`src/rtl/fir_pkg.sv`:
```
// Shared types and defaults for the FIR sequencing controller.
// Holds the FSM encoding, width defaults, power-on coefficients and saturation helper.
package fir_pkg;

  localparam int W_IN_DEF  = 8;
  localparam int W_OUT_DEF = 16;
  localparam int TAPS_MAX  = 16;

  typedef enum logic [1:0] {
    ST_IDLE = 2'd0,
    ST_MAC  = 2'd1,
    ST_OUT  = 2'd2
  } state_t;

  // All-ones taps make the filter a moving sum after reset.
  localparam logic [W_IN_DEF-1:0] COEF_INIT [TAPS_MAX] = '{default: 8'd1};

  function automatic logic [31:0] sat(input logic [31:0] v, input int w);
    logic [31:0] lim;
    lim = (32'd1 << w) - 32'd1;
    return (v > lim) ? lim : v;
  endfunction

endpackage

```
`src/rtl/fir_mac.sv`:
```
// Single unsigned multiply-accumulate unit used once per tap.
// sum is the combinational acc+product so the last tap can be saturated on the same edge.
module fir_mac #(
  parameter int W_IN  = 8,
  parameter int W_ACC = 18
) (
  input  logic             clk,
  input  logic             rst,
  input  logic             clr,
  input  logic             en,
  input  logic [W_IN-1:0]  a,
  input  logic [W_IN-1:0]  b,
  output logic [W_ACC-1:0] acc,
  output logic [W_ACC-1:0] sum
);

  logic [2*W_IN-1:0] prod;

  assign prod = {{W_IN{1'b0}}, a} * {{W_IN{1'b0}}, b};
  assign sum  = acc + W_ACC'(prod);

  always_ff @(posedge clk or posedge rst) begin
    if (rst) begin
      acc <= '0;
    end else if (clr) begin
      acc <= '0;
    end else if (en) begin
      acc <= sum;
    end
  end

endmodule

```
`src/rtl/fir_seq_ctrl.sv`:
```
// FIR sequencer: captures a sample per go, walks TAPS taps through one MAC,
// then presents the saturated result on y with a single-cycle valid.
module fir_seq_ctrl
  import fir_pkg::*;
#(
  parameter int TAPS  = 4,
  parameter int W_IN  = W_IN_DEF,
  parameter int W_OUT = W_OUT_DEF,
  localparam int PW    = $clog2(TAPS),
  localparam int W_ACC = W_OUT + $clog2(TAPS)
) (
  input  logic             clk,
  input  logic             rst,
  input  logic [W_IN-1:0]  in,
  input  logic             go,
  input  logic             coef_we,
  input  logic [PW-1:0]    coef_addr,
  input  logic [W_IN-1:0]  coef_data,
  output logic             busy,
  output logic [W_OUT-1:0] y,
  output logic             valid,
  output logic             drop
);

  localparam logic [PW-1:0] LAST = PW'(TAPS - 1);

  state_t            state;
  logic [W_IN-1:0]   samples [TAPS];
  logic [W_IN-1:0]   coefs   [TAPS];
  logic [PW-1:0]     wr_ptr;
  logic [PW-1:0]     idx;
  logic [PW-1:0]     rd_ptr;
  logic [W_ACC-1:0]  mac_acc;
  logic [W_ACC-1:0]  mac_sum;
  logic [31:0]       sat_val;

  // Newest sample pairs with tap 0; older samples walk backwards around the ring.
  always_comb begin
    if (wr_ptr >= idx) rd_ptr = wr_ptr - idx;
    else               rd_ptr = PW'(TAPS) + wr_ptr - idx;
  end

  always_comb begin
    sat_val = sat(32'(mac_sum), W_OUT);
  end

  fir_mac #(
    .W_IN  (W_IN),
    .W_ACC (W_ACC)
  ) u_mac (
    .clk (clk),
    .rst (rst),
    .clr (state == ST_IDLE && go),
    .en  (state == ST_MAC),
    .a   (samples[rd_ptr]),
    .b   (coefs[idx]),
    .acc (mac_acc),
    .sum (mac_sum)
  );

  always_ff @(posedge clk or posedge rst) begin
    if (rst) begin
      state  <= ST_IDLE;
      y      <= '0;
      valid  <= 1'b0;
      busy   <= 1'b0;
      drop   <= 1'b0;
      wr_ptr <= '0;
      idx    <= '0;
      for (int i = 0; i < TAPS; i++) begin
        samples[i] <= '0;
        coefs[i]   <= W_IN'(COEF_INIT[i]);
      end
    end else begin
      valid <= 1'b0;
      drop  <= go && (state != ST_IDLE);
      case (state)
        ST_IDLE: begin
          if (coef_we) coefs[coef_addr] <= coef_data;
          if (go) begin
            samples[wr_ptr] <= in;
            idx             <= '0;
            busy            <= 1'b1;
            state           <= ST_MAC;
          end
        end
        ST_MAC: begin
          if (idx == LAST) begin
            y     <= sat_val[W_OUT-1:0];
            valid <= 1'b1;
            idx   <= '0;
            state <= ST_OUT;
          end else begin
            idx <= idx + 1'b1;
          end
        end
        ST_OUT: begin
          wr_ptr <= (wr_ptr == LAST) ? '0 : wr_ptr + 1'b1;
          busy   <= 1'b0;
          state  <= ST_IDLE;
        end
        default: state <= ST_IDLE;
      endcase
    end
  end

endmodule

```
`config.mk`:
```
export PLATFORM = sky130hd
export DESIGN_NAME = fir_seq_ctrl
export DESIGN_NICKNAME = d
export VERILOG_FILES = /design/src/rtl/fir_pkg.sv /design/src/rtl/fir_mac.sv /design/src/rtl/fir_seq_ctrl.sv
export SDC_FILE = /design/constraint.sdc
export NUM_CORES = 1
export LEC_CHECK = 0
export CAP_MARGIN = 30
export CORE_MARGIN = 2
export CORE_UTILIZATION = 55
export CTS_CLUSTER_DIAMETER = 80
export CTS_CLUSTER_SIZE = 12
export DETAILED_ROUTE_END_ITERATION = 10
export HOLD_SLACK_MARGIN = 0.1
export PLACE_DENSITY_LB_ADDON = 0.12
export REMOVE_ABC_BUFFERS = 1
export SYNTH_ARGS = -nofsm -noshare
export SYNTH_HDL_FRONTEND = slang
export SYNTH_HIERARCHICAL = 1
export SYNTH_SLANG_ARGS = --single-unit
```
`constraint.sdc`:
```
create_clock -name clk -period 6 [get_ports clk]
set_input_delay 1.8 -clock clk [delete_from_list [all_inputs] [get_ports clk]]
set_output_delay 1.8 -clock clk [all_outputs]
set_load 0.05 [all_outputs]
```
==> results of run 1 <==
==> layer usage <==
layer  global-route usage [%]  part of all wire (%)
met1                     30.5                    45
met2                     38.6                    51
met3                     2.95                   2.6
met4                     7.57                   2.0
met5                        0                     0
==> through the flow <==
| stage | hold slack (ns) | TNS, ns | setup slack [ns] | instances |
|---|---|---|---|---|
| finish | 0.478 | 0 | 0.201 | 910 |
| CTS | 0.487 | 0 | 0.0276 | 903 |
| detailed placement | 0.470 | -3.23 | -0.226 | 885 |
| global placement | 0.462 | -1.23 | -0.0795 | 885 |
| global route | 0.500 | -0.369 | -0.0365 | 910 |
| floorplan | 0.474 | -1.44 | -0.0901 | 646 |
==> flip-flops by register name, summed over array words and instances (netlist names), 2 cells and up <==
name,cells
coefs,32
samples,32
u_mac/acc,18
y,16
idx,2
state,2
wr_ptr,2
==> how the worst min path moves through the flow <==
stage                          startpoint                     to  slack [ns]  depth (start not counted)
detailed placement       y[7]$_DFFE_PP0P_       y[7]$_DFFE_PP0P_        0.47                          2
finish                   y[7]$_DFFE_PP0P_       y[7]$_DFFE_PP0P_        0.48                          2
global placement        y[12]$_DFFE_PP0P_      y[12]$_DFFE_PP0P_        0.46                          2
CTS                      y[7]$_DFFE_PP0P_       y[7]$_DFFE_PP0P_        0.49                          2
global route             y[9]$_DFFE_PP0P_       y[9]$_DFFE_PP0P_        0.50                          2
floorplan           coefs[10]$_DFFE_PP0P_  coefs[10]$_DFFE_PP0P_        0.47                          1
==> timing repair <==
action	CTS	global route
cloned	0	1
buffers inserted	2	6
pin swaps	1	13
endpoints found under the setup margin	16	17
gates resized for setup	1	30
==> cells in the final DEF, fill, tap and decap left out, types with 4 or more instances in the layout <==
cell type,n
dfrtp_1,103
inv_1,101
mux2_2,65
nand2_1,60
fa_1,49
ha_1,41
clkdlybuf4s50_1,40
and2_1,37
nor2_1,36
buf_4,29
o21ai_0,20
mux4_2,16
a21oi_1,12
mux2i_1,12
clkbuf_16,9
a21o_1,8
xnor2_1,8
o21ai_1,4
nand3_1,4
dfstp_2,4
==> layout make-up <==
cell class	count	area (µm²)	share of cell area, %
Multi-Input combinational cell	438	4330	50.4
Sequential cell	107	2680	31.3
Tap cell	176	220	2.57
Clock inverter	6	77.6	0.904
Inverter	102	384	4.48
Clock buffer	10	239	2.79
Timing Repair Buffer	71	649	7.57
==> cells by family (layout without fill, tap and decap cells) <==
family	Yosys count	after routing	synth area share [%]
simple gates	168	169	11.5
buf+inv	124	189	6.82
flops	107	107	36.4
fa+ha+maj	96	96	21.4
mux	93	93	16.4
compound gates	66	66	5.70
xor+xnor	14	14	1.77
==> worst register-to-register path, cell delays in order (launching register included) <==
cell	delay, ns
dfrtp_1	0.38
inv_1	0.08
ha_2	0.20
xnor2_2	0.14
xnor2_2	0.15
buf_6	0.15
mux4_2	0.38
and2_1	0.22
fa_1	0.48
fa_1	0.52
inv_1	0.05
fa_1	0.52
inv_1	0.05
fa_1	0.58
ha_4	0.23
a21oi_2	0.17
o21ai_0	0.10
a21o_1	0.18
o31ai_2	0.28
a21o_1	0.20
nand2_2	0.09
or2_4	0.31
nor2_1	0.10
o21ai_0	0.08
==> impl_metrics.toml, run 1 <==
[outcome]
outcome = "complete, no violations"

[synth]
netlist.area_leader.share_pct = 35.0
synth_most_common_cell = "dfrtp_1"
syn_area_um2 = 7370
synthArstFlopShare_pct = 100
synthTopCellsByArea = "dfrtp_1, fa_1, mux2_2"
synth_cell_types = 52
ys_ff_latch = 107
synth_common_cells = "dfrtp_1, inv_1, mux2_2"
synth_top_area_cell = "dfrtp_1"
syn_area_per_cell_um2 = 11.0
synth_edf_count = 0
ys.flop_type = "dfrtp_1"
syn_inst = 668
ys_seq_area_share_pct = 36.4
synth_warnings = 6

[clock_tree]
cts_htree_levels = 3
clock_latency_ns = 0.36
clock_sinks = 107
cts_made_buffers = 9
clockBufferDepth = 2
root_buffer = "clkbuf_16"
cts_hold_buffers = 0
cts_tree = "built"
clk_pin_slew_ns = 0.08

[worst_setup_path]
worstReg2RegStart = "wr_ptr[0]$_DFFE_PP0P_"
worst-path-max-fanout = 8
crit_path_frequent_cell = "fa_1"
critPathCaptureType = "flip-flop"
worstSetupPathType = "reg -> reg"
r2r_setup_slack_ns = 0.20
r2r_cells = 23
worst_path_max_delay_cell = "fa_1"
arrival_ns = 6.03
cp-start-kind = "flip-flop"
crit_end = "y[6]$_DFFE_PP0P_"
path_depth = 23
max_stage_delay_ns = 0.58
worstSetupStartpoint = "wr_ptr[0]$_DFFE_PP0P_"
cp.required_ns = 6.23
timing.critical_path.buf_inv = 4
crit_chain = "inv_1 > ha_2 > xnor2_2 > xnor2_2 > buf_6 > mux4_2 > and2_1 > fa_1 > fa_1 > inv_1 > fa_1 > inv_1 > fa_1 > ha_4 > a21oi_2 > o21ai_0 > a21o_1 > o31ai_2 > a21o_1 > nand2_2 > or2_4 > nor2_1 > o21ai_0"
reg2reg_to = "y[6]$_DFFE_PP0P_"
critPathTopFamily = "adder cells"

[global_route]
groute.usage.overall_pct = 22.8
antenna_found_initial = 0
gr-total-overflow = 0
grt_max_degree = 47
grt_pass1_wl_um = 25600
first_global_vias = 5235

[routing]
ant_nets = 0
drc = 0
vias_per_cell = 5.38
wirelength_um = 15200
drt_iter0_markers = 232
wl_per_cell_um = 16.6
drt_pass1_iterations = 4
num_vias = 4892

[final_layout]
fin_util_pct = 65.1
fillCellCount = 1060
diodes = 0
areaGrowthSynthToFinish_pct = 16.4
nNetsFinal = 847
drive_gt1_share_pct = 22.6
stdcell_area_um2 = 8580

[timing]
tightest_slew_ns = 0.816
slew-limit-headroom_pct = 45.5
finalCriticalPeriod_ns = 5.80
setup_viol = 0
finClkSkew_ns = 0.0114
slew_viol_final = 0
min_period_over_period_pct = 96.7
finalHoldViolCount = 0
fmax_ghz = 0.172

[floorplanning]
die_x_um = 120
die_area_um2 = 14300
initial_core_util_pct = 55.9
placementRows = 42
die_h_um = 120
ioPinCount = 41
core-area_um2 = 13200

[flow_run]
drv_cap = 0

[placement]
gp_congestion = 0.829
placement.cell_area_um2 = 8060
portBuffers = 40
place_hpwl_um = 11000

[worst_hold_path]
worstHoldPathType = "reg -> reg"
Power of run 1 is not shown: default switching activity piles up to over one toggle a cycle in this logic, so the estimate is an artifact.
==> run 2: changes to the inputs <==
--- a/config.mk
+++ b/config.mk
@@ -11,7 +11,6 @@
 export CTS_CLUSTER_DIAMETER = 80
 export CTS_CLUSTER_SIZE = 12
 export DETAILED_ROUTE_END_ITERATION = 10
-export HOLD_SLACK_MARGIN = 0.1
 export PLACE_DENSITY_LB_ADDON = 0.12
 export REMOVE_ABC_BUFFERS = 1
 export SYNTH_ARGS = -nofsm -noshare
==> results of run 2 <==
Same layout as run 1: the final DEF is identical, and so are final timing and power.
Power of run 2 is left out for the same reason.
